--- config.mk ---
export PLATFORM = sky130hd
export DESIGN_NAME = lm_sm_sequencer_flat
export DESIGN_NICKNAME = d
export VERILOG_FILES = /design/src/rtl/lm_sm_sequencer_if.sv /design/src/rtl/lm_sm_sequencer.sv /design/src/flat_wrapper.sv
export SDC_FILE = /design/constraint.sdc
export NUM_CORES = 1
export LEC_CHECK = 0
export BUFFER_PORTS_ARGS = -buffer_cell sky130_fd_sc_hd__buf_2
export CORE_MARGIN = 5
export CORE_UTILIZATION = 30
export DETAILED_ROUTE_END_ITERATION = 10
export HOLD_SLACK_MARGIN = 0.08
export PLACE_DENSITY = 0.55
export SLEW_MARGIN = 30
export SYNTH_ARGS = -nofsm -noshare
export SYNTH_HDL_FRONTEND = slang
export SYNTH_SLANG_ARGS = --single-unit
--- constraint.sdc ---
create_clock -name clk -period 5.8 [get_ports clk]
set_clock_uncertainty 0.05 [all_clocks]
set_input_delay 0.87 -clock clk [delete_from_list [all_inputs] [get_ports clk]]
set_output_delay 0.87 -clock clk [all_outputs]
set_load 0.01 [all_outputs]
--- src/rtl/lm_sm_sequencer_if.sv ---
// Decode/memory handshake bundle for the LM/SM/LA/SA transfer sequencer.
// The sequencer takes the slave modport; decode and memory sit behind master.
interface lm_sm_sequencer_if #(
    parameter int ADDR_W   = 16,
    parameter int NUM_REGS = 8,
    parameter int REG_AW   = 3
);
    logic                start;
    logic [3:0]          opcode;
    logic [NUM_REGS-1:0] reg_mask;
    logic [ADDR_W-1:0]   base_addr;
    logic                mem_ready;
    logic                busy;
    logic [REG_AW-1:0]   reg_addr;
    logic [ADDR_W-1:0]   mem_addr;
    logic                mem_read;
    logic                mem_write;
    logic                reg_write;
    logic                done;
    logic [REG_AW:0]     xfer_count;

    modport master (
        output start, opcode, reg_mask, base_addr, mem_ready,
        input  busy, reg_addr, mem_addr, mem_read, mem_write, reg_write, done, xfer_count
    );

    modport slave (
        input  start, opcode, reg_mask, base_addr, mem_ready,
        output busy, reg_addr, mem_addr, mem_read, mem_write, reg_write, done, xfer_count
    );
endinterface

--- src/rtl/lm_sm_sequencer.sv ---
// Load/store-multiple sequencer: walks a register mask lowest-bit first,
// issuing one memory access per set bit at consecutive addresses.
module lm_sm_sequencer #(
    parameter int DATA_W   = 16,
    parameter int ADDR_W   = 16,
    parameter int NUM_REGS = 8,
    parameter int REG_AW   = 3
) (
    input  logic               clk,
    input  logic               reset,
    lm_sm_sequencer_if.slave   bus
);
    localparam int CNT_W = REG_AW + 1;

    if (DATA_W < 1 || NUM_REGS < 2 || NUM_REGS > 32 || REG_AW != $clog2(NUM_REGS)) begin : g_bad_params
        $error("lm_sm_sequencer: inconsistent DATA_W/NUM_REGS/REG_AW");
    end

    typedef enum logic [1:0] {
        S_IDLE,
        S_XFER,
        S_DONE
    } state_t;

    state_t              state_q, state_d;
    logic                load_q, load_d;
    logic [NUM_REGS-1:0] pend_q, pend_d;
    logic [ADDR_W-1:0]   addr_q, addr_d;
    logic [CNT_W-1:0]    cnt_q, cnt_d;

    logic                accept;
    logic [NUM_REGS-1:0] mask_sel;
    logic [NUM_REGS-1:0] pend_rest;
    logic [REG_AW-1:0]   low_idx;
    logic                in_xfer;

    // Opcodes 11xx are the only accepted ones; bit1 selects the all-registers form.
    assign accept    = (state_q == S_IDLE) && bus.start && (bus.opcode[3:2] == 2'b11);
    assign mask_sel  = bus.opcode[1] ? '1 : bus.reg_mask;
    assign pend_rest = pend_q & (pend_q - NUM_REGS'(1));
    assign in_xfer   = (state_q == S_XFER);

    always_comb begin
        low_idx = '0;
        for (int unsigned i = NUM_REGS; i > 0; i--) begin
            if (pend_q[i-1]) begin
                low_idx = REG_AW'(i - 1);
            end
        end
    end

    always_comb begin
        state_d = state_q;
        load_d  = load_q;
        pend_d  = pend_q;
        addr_d  = addr_q;
        cnt_d   = cnt_q;
        case (state_q)
            S_IDLE: begin
                if (accept) begin
                    load_d  = ~bus.opcode[0];
                    pend_d  = mask_sel;
                    addr_d  = bus.base_addr;
                    cnt_d   = '0;
                    state_d = (mask_sel != '0) ? S_XFER : S_DONE;
                end
            end
            S_XFER: begin
                if (bus.mem_ready) begin
                    pend_d = pend_rest;
                    addr_d = addr_q + ADDR_W'(1);
                    cnt_d  = cnt_q + CNT_W'(1);
                    if (pend_rest == '0) begin
                        state_d = S_DONE;
                    end
                end
            end
            S_DONE:  state_d = S_IDLE;
            default: state_d = S_IDLE;
        endcase
    end

    always_ff @(posedge clk or negedge reset) begin
        if (!reset) begin
            state_q <= S_IDLE;
            load_q  <= 1'b0;
            pend_q  <= '0;
            addr_q  <= '0;
            cnt_q   <= '0;
        end else begin
            state_q <= state_d;
            load_q  <= load_d;
            pend_q  <= pend_d;
            addr_q  <= addr_d;
            cnt_q   <= cnt_d;
        end
    end

    // Outputs decode straight from state, so reset clears them without waiting for a clock.
    assign bus.busy       = (state_q != S_IDLE);
    assign bus.done       = (state_q == S_DONE);
    assign bus.reg_addr   = in_xfer ? low_idx : '0;
    assign bus.mem_addr   = in_xfer ? addr_q : '0;
    assign bus.mem_read   = in_xfer & load_q;
    assign bus.mem_write  = in_xfer & ~load_q;
    assign bus.reg_write  = in_xfer & load_q & bus.mem_ready;
    assign bus.xfer_count = cnt_q;
endmodule

--- src/flat_wrapper.sv ---
// flat-port wrapper written by rule: the top's interface ports become plain ports
module lm_sm_sequencer_flat 
#(
    parameter int DATA_W   = 16,
    parameter int ADDR_W   = 16,
    parameter int NUM_REGS = 8,
    parameter int REG_AW   = 3
)
  (clk, reset, bus_start, bus_opcode, bus_reg_mask, bus_base_addr, bus_mem_ready, bus_busy, bus_reg_addr, bus_mem_addr, bus_mem_read, bus_mem_write, bus_reg_write, bus_done, bus_xfer_count);
  lm_sm_sequencer_if #(.ADDR_W(ADDR_W), .NUM_REGS(NUM_REGS), .REG_AW(REG_AW)) bus_i ();
  input  logic clk;
  input  logic reset;
  input wire logic [$bits(bus_i.start)-1:0] bus_start;
  input wire logic [$bits(bus_i.opcode)-1:0] bus_opcode;
  input wire logic [$bits(bus_i.reg_mask)-1:0] bus_reg_mask;
  input wire logic [$bits(bus_i.base_addr)-1:0] bus_base_addr;
  input wire logic [$bits(bus_i.mem_ready)-1:0] bus_mem_ready;
  output wire logic [$bits(bus_i.busy)-1:0] bus_busy;
  output wire logic [$bits(bus_i.reg_addr)-1:0] bus_reg_addr;
  output wire logic [$bits(bus_i.mem_addr)-1:0] bus_mem_addr;
  output wire logic [$bits(bus_i.mem_read)-1:0] bus_mem_read;
  output wire logic [$bits(bus_i.mem_write)-1:0] bus_mem_write;
  output wire logic [$bits(bus_i.reg_write)-1:0] bus_reg_write;
  output wire logic [$bits(bus_i.done)-1:0] bus_done;
  output wire logic [$bits(bus_i.xfer_count)-1:0] bus_xfer_count;
  assign bus_i.start = bus_start;
  assign bus_i.opcode = bus_opcode;
  assign bus_i.reg_mask = bus_reg_mask;
  assign bus_i.base_addr = bus_base_addr;
  assign bus_i.mem_ready = bus_mem_ready;
  assign bus_busy = bus_i.busy;
  assign bus_reg_addr = bus_i.reg_addr;
  assign bus_mem_addr = bus_i.mem_addr;
  assign bus_mem_read = bus_i.mem_read;
  assign bus_mem_write = bus_i.mem_write;
  assign bus_reg_write = bus_i.reg_write;
  assign bus_done = bus_i.done;
  assign bus_xfer_count = bus_i.xfer_count;
  lm_sm_sequencer #(.DATA_W(DATA_W), .ADDR_W(ADDR_W), .NUM_REGS(NUM_REGS), .REG_AW(REG_AW)) u_core (.clk(clk), .reset(reset), .bus(bus_i));
endmodule
==> flow_summary.ini, run 1 <==
[clock_network]
root_buffer = clkbuf_8
clock_path_buffers = 2
htreeDepth = 2
numCtsBuffers = 5
cts.sinks = 31
cts_hold_buf = 0
clock_latency_ns = 0.28
cts_tree = yes
path_clk_slew_ns = 0.06
cts_resized = 0
postCtsSetupBuffers = 0

[place]
io_buffers = 59
dp_hpwl_mm = 3.87
gp_congestion = 0.799

[routing]
ant_nets = 0
vias = 1939
wl_mm = 5.37
first_iter_violations = 167
viasPerCell = 5.14
route.detailed.drc = 0
drtPass1Iterations = 4
wl_per_cell_um = 14.2

[critical_path]
worst-setup-path-type = flop to output port
crit_required_ns = 4.88
start_kind = flop
rrSetupSlack_ns = 3.73
r2r_cells = 5
cp_max_fo = 34
r2r-start = u_core.state_q[0]$_DFFE_PN0P_
reg2reg_to = u_core.addr_q[7]$_DFFE_PN0P_
crit_path_end_kind = output port
worstPathArrival_ns = 2.03

[timing]
rsz0062_at_grt = false
drv_slew = 0
hold_violations = 0
worst_pin_slew_ns = 0.718
fin_crit_sh_pct = 50.9
finalCriticalPeriod_ns = 2.95
hold_ws_ns = 0.458
slew-limit-headroom_pct = 52.1
fmaxAchievable_mhz = 339
fin_tns_setup_ns = 0
setup_viol = 0

[global_route]
grt_pass1_wl_mm = 9.25
grt_use_met2_pct = 20.7
overflow = 0
globalRouteMet3Util_pct = 4.42
grt_util_met1_pct = 18.6
antenna_found_initial = 0
track_usage_pct = 13.5
grt_busiest_layer = met2
grt_max_degree = 35
grt_pass1_vias = 1916

[final_layout]
nNetsFinal = 333
register_area_um2 = 776
nFillCells = 668
n_antenna_cell = 0
multi_input_area_mm2 = 0.00105
drive_above_1_share_pct = 26.0
syn_to_final_growth_pct = 23.8

[outcome]
run_status = complete, no violations

[min_path]
hp-class = flop to flop
worstHoldStart = u_core.bus.xfer_count[3]$_DFFE_PN0P_
hold_end = u_core.bus.xfer_count[3]$_DFFE_PN0P_
hold-path-cell-count = 1

[yosys]
yosysWarnings = 0
ys_seq_area_share_pct = 40.4
synth_area_per_cell_um2 = 7.81
ys_ff_latch = 31
synth_fp_nets = 280
yosysUniqueCellTypes = 39
syn_inst = 246
syn-cell-area_mm2 = 0.00192

[floorplan]
rows = 29
start_util_pct = 30.6
die_h_um = 90.0
die_area_mm2 = 0.00810
pin_count = 60
fp.coreArea_mm2 = 0.00628
fp.dieW_um = 90.0

[pwr]
peakVddDrop_mv = 0.265
power.density_mw_per_mm2 = 599
power.leakage_uw = 0.00113

[flow_run]
max-cap-violations = 0
-- how the worst max path moves through the flow --
stage               slack (ns)  cells after the start                          start                to
finish                    2.85                      4  u_core.state_q[0]$_DFFE_PN0P_   bus_mem_addr[6]
global placement          3.17                      3  u_core.state_q[1]$_DFFE_PN0P_   bus_reg_addr[0]
detailed placement        3.13                      4  u_core.state_q[0]$_DFFE_PN0P_   bus_mem_addr[6]
CTS                       2.80                      4  u_core.state_q[0]$_DFFE_PN0P_   bus_mem_addr[6]
floorplan                 3.44                      5  u_core.state_q[0]$_DFFE_PN0P_     bus_reg_write
global route              2.62                      5  u_core.state_q[0]$_DFFE_PN0P_  bus_mem_addr[13]
-- critical path: stages (launching register included) --
cell and delay (ns):
dfrtp_1 0.51, nor2b_2 0.50, buf_4 0.40, and2_1 0.20, buf_2 0.13
-- Yosys cell counts (all sizes together) --
cell type | n | area share [%]
a211oi | 2 | 1.0
a31oi | 4 | 1.3
inv | 14 | 2.7
buf | 6 | 1.3
dfrtp | 31 | 40
a31o | 2 | 0.91
o31ai | 1 | 0.39
nor2b | 2 | 0.65
mux2 | 1 | 0.78
nand2b | 1 | 0.33
a211o | 1 | 0.46
nor3 | 6 | 1.6
ha | 2 | 1.3
a32o | 1 | 0.52
or3 | 1 | 0.33
and2 | 11 | 3.6
clkbuf | 8 | 1.6
o21ba | 1 | 0.52
o21ai | 26 | 6.8
o22ai | 9 | 2.9
or2 | 2 | 0.65
nor4 | 4 | 1.3
and4b | 1 | 0.52
a21oi | 29 | 7.6
nand2 | 26 | 5.1
a2bb2oi | 4 | 1.8
nand3 | 7 | 1.8
or4 | 1 | 0.59
o22a | 2 | 0.91
nor2 | 28 | 5.5
and3 | 1 | 0.33
o21bai | 3 | 1.4
a21o | 1 | 0.39
a32oi | 1 | 0.46
nand4 | 4 | 1.3
o32a | 2 | 1.0
-- cell families after synthesis --
family | after synthesis | share of synthesized area [%]
compound gates | 89 | 28.4
fa+ha+maj | 2 | 1.30
buf+inv | 28 | 5.60
flops | 31 | 40.4
mux | 1 | 0.782
simple gates | 95 | 23.5
-- sequential cells by signal, summed over array words and instances, names as in the netlist --
signal                 cells
u_core.bus.xfer_count      4
u_core.addr_q             16
u_core.load_q              1
u_core.pend_q              8
u_core.state_q             2
-- power by group --
part           switching, uW  leakage [uW]  internal, uW
logic                    458      0.000709           323
clock network           80.1     0.0000515           108
registers                133      0.000371           321
total                    672       0.00113           752
-- per-layer routing --
| metal | vias to the layer above | part of all wire, % |
|---|---|---|
| met3 | 2 | 6.3 |
| met4 | 0 | 0.39 |
| met1 | 894 | 48 |
| met5 | - | 0 |
| li1 | 988 | - |
| met2 | 55 | 45 |
-- layout make-up --
cell class	count	area share (%)
Multi-Input combinational cell	187	44.2
Sequential cell	31	32.6
Timing Repair Buffer	60	12.7
Clock buffer	8	4.21
Tap cell	77	4.05
Inverter	14	2.21
-- cell usage in the layout (no fill, tap or decap), types with 2 or more instances in the layout --
cell and n:
a21oi_1 29, nor4_1 4, and2_1 11, or2_2 2, o21ai_0 26, clkbuf_8 7, a31oi_1 4, ha_1 2
o32a_1 2, nand2_1 26, dfrtp_1 31, a2bb2oi_1 4, o22ai_1 9, a31o_2 2, o22a_1 2, nand3_1 7
nor3_1 6, buf_2 59, inv_1 14, nor2_1 28, nand4_1 4, o21bai_1 2
-- through the flow --
step | setup WS [ns] | utilization, % | std cells | cell area [um2] | power [uW]
global route | 2.62 | 37.9 | 377 | 2380 | 1580
finish | 2.85 | 37.9 | 377 | 2380 | 1420
CTS | 2.80 | 37.9 | 377 | 2380 | 1440
global placement | 3.17 | 36.1 | 369 | 2270 | 1230
floorplan | 3.44 | - | 246 | 1920 | 996
detailed placement | 3.13 | 36.3 | 369 | 2280 | 1250
Power figures use the tool's default switching activity.
==> run 2: changes to the inputs <==
- ABC_AREA: unset -> 1
- PLACE_DENSITY: 0.55 -> 0.56
- clock period: 5.8 -> 2.4 ns (I/O delays scaled with it)
==> run 2 against run 1 <==
  * Register-to-register slack got worse by 3.2 ns
  * Area after synthesis rose by 10%
  * Via count rose by 11%
  * Critical path depth did not move
  * Critical endpoint is now bus_mem_addr[13]
  * Largest cell class unchanged
  * Largest power group unchanged
==> flow_summary.ini, run 2 <==
[clock_network]
numCtsBuffers = 5
htreeDepth = 2
clock_latency_ns = 0.27
cts_resized = 0
path_clk_slew_ns = 0.07
postCtsSetupBuffers = 0
cts_hold_buf = 0
cts.sinks = 31
root_buffer = clkbuf_8
clock_path_buffers = 2
cts_tree = yes

[floorplan]
die_h_um = 94.0
start_util_pct = 31.0
rows = 30
die_area_mm2 = 0.00883
fp.dieW_um = 94.0
fp.coreArea_mm2 = 0.00683
pin_count = 60

[min_path]
hp-class = primary input to async pin

[critical_path]
cp_max_fo = 30
cp_slowest_cell = dfrtp_1
worst-setup-path-type = flop to output port
r2r-start = u_core.state_q[0]$_DFFE_PN0P_
max_stage_delay_ns = 0.44
crit_path_end_kind = output port
worstPathArrival_ns = 1.56
crit_family = buffers and inverters
crit_end = bus_mem_addr[13]
setup.worst_path.start = u_core.state_q[0]$_DFFE_PN0P_
rrSetupSlack_ns = 0.51
path_buf_inv = 2
crit_required_ns = 1.99
start_kind = flop
reg2reg_to = u_core.addr_q[13]$_DFFE_PN0P_
critical_path_depth = 4
r2r_cells = 8
path_cells = nand2_4, buf_4, nor2_1, buf_2

[final_layout]
nNetsFinal = 413
top_register = u_core.addr_q
syn_to_final_growth_pct = 21.2
final_cell_mix = 87 x nand2_1, 65 x nor2_1, 59 x buf_2
final_cell_area_mm2 = 0.00256
largest_reg_flops = 16
n_antenna_cell = 0
drive_above_1_share_pct = 21.8
mostFrequentLayoutCell = nand2_1

[routing]
wl_per_cell_um = 12.2
ant_nets = 0
first_iter_violations = 136
vias = 2156
route.detailed.drc = 0
drtPass1Iterations = 4
viasPerCell = 4.53
wl_mm = 5.80

[global_route]
grt_pass1_vias = 2065
grt_pass1_wl_mm = 9.63
antenna_found_initial = 0
overflow = 0
track_usage_pct = 13.5
grt_max_degree = 39

[place]
gp_congestion = 0.822
post-place-ws_ns = 0.501
io_buffers = 59
dp_hpwl_mm = 4.36
place_area_mm2 = 0.00248

[yosys]
synthMostInstantiatedCell = nand2_1
syn_inst = 321
ys.flop_type = dfrtp_1
ys_ff_latch = 31
synth_top_area_share_pct = 36.7
synth.top_cells.by_count = 87 x nand2_1, 65 x nor2_1, 35 x inv_1
synth_fp_nets = 355
synth_largest_area_cell = dfrtp_1
syn-cell-area_mm2 = 0.00211
ys_seq_area_share_pct = 36.7
synth_area_per_cell_um2 = 6.59
yosysWarnings = 0
synth-edff-count = 0
synth_area_leaders = dfrtp_1 37%, nand2_1 15%, nor2_1 12%, inv_1 6.2%, o21ai_0 5.9%
yosysUniqueCellTypes = 33
async_flop_share_pct = 100

[timing]
fin_crit_sh_pct = 82.3
fin_tns_setup_ns = 0
drv_slew = 0
hold_ws_ns = 0.0941
finalCriticalPeriod_ns = 1.97
worst_slack_ns = 0.426
worst_pin_slew_ns = 0.739
rsz0062_at_grt = false
hold_violations = 0
slew-limit-headroom_pct = 50.7
setup_viol = 0
fmaxAchievable_mhz = 507

[pwr]
peakVddDrop_mv = 0.749
power.leakage_uw = 0.00134
power_uw = 3380
power.density_mw_per_mm2 = 1320

[flow_run]
max-cap-violations = 0

[outcome]
run_status = complete, no violations
-- run 2: cell count changes in the layout (fill, tap and decap cells not counted), sizes merged, moves of 4 or more --
cell	previous run	this run
a2bb2oi	4	0
nand2	26	91
nand3	7	15
nor2	28	68
o22ai	9	1
a21oi	29	11
and2	11	0
inv	14	38
-- run 2: how the worst min path moves through the flow --
stage | startpoint | to | slack [ns]
2_1_floorplan | reset | u_core.addr_q[0]$_DFFE_PN0P_ | 0.01
3_3_place_gp | reset | u_core.addr_q[7]$_DFFE_PN0P_ | 0.42
3_5_place_dp | reset | u_core.addr_q[15]$_DFFE_PN0P_ | 0.42
4_1_cts | reset | u_core.addr_q[14]$_DFFE_PN0P_ | 0.11
5_1_grt | reset | u_core.addr_q[14]$_DFFE_PN0P_ | 0.14
6_report | reset | u_core.addr_q[8]$_DFFE_PN0P_ | 0.09
-- run 2: worst reg2reg max path: cells and delay by family, from the launching register on --
kind                   cells  cell delay [ns]
AOI/OAI and AO/OA          2             0.26
buffers and inverters      2             0.17
and+or+nand+nor            4             0.86
DFF                        1             0.44
-- run 2: area by class of cell --
cell class                      instances  area, um2
Clock buffer                            7       76.3
Clock inverter                          1       5.00
Fill cell                             754       4270
Inverter                               39        154
Multi-Input combinational cell        240       1110
Sequential cell                        31        776
Tap cell                               96        120
Timing Repair Buffer                   62        318
-- run 2: cells by family after synthesis --
| group | share of synthesized area, % |
|---|---|
| DFF | 36.7 |
| buffers and inverters | 10.7 |
| adders and majority gates | 1.18 |
| xor gates and xnor gates | 0.414 |
| and+or+nand+nor | 36.0 |
| AOI/OAI and AO/OA | 15.1 |
-- run 2: routing by layer --
metal / track usage [%] / vias up / part of all wire, %
li1: - / 1138 / -
met1: 17.5 / 964 / 46
met2: 22.8 / 52 / 48
met3: 2.80 / 2 / 5.5
met4: 3.61 / 0 / 0.69
met5: 0 / - / 0
-- run 2: power by group --
| group | switching [uW] | internal (uW) | total (uW) |
|---|---|---|---|
| sequential | 234 | 780 | 1010 |
| clock | 188 | 203 | 392 |
| combinational | 1280 | 690 | 1970 |
| total | 1710 | 1670 | 3380 |
-- run 2: per-stage QoR --
step / utilization (%) / cells
after floorplan: - / 321
after global placement: 36.3 / 468
after detailed placement: 36.3 / 468
after CTS: 37.5 / 476
after global routing: 37.5 / 476
final: 37.5 / 476
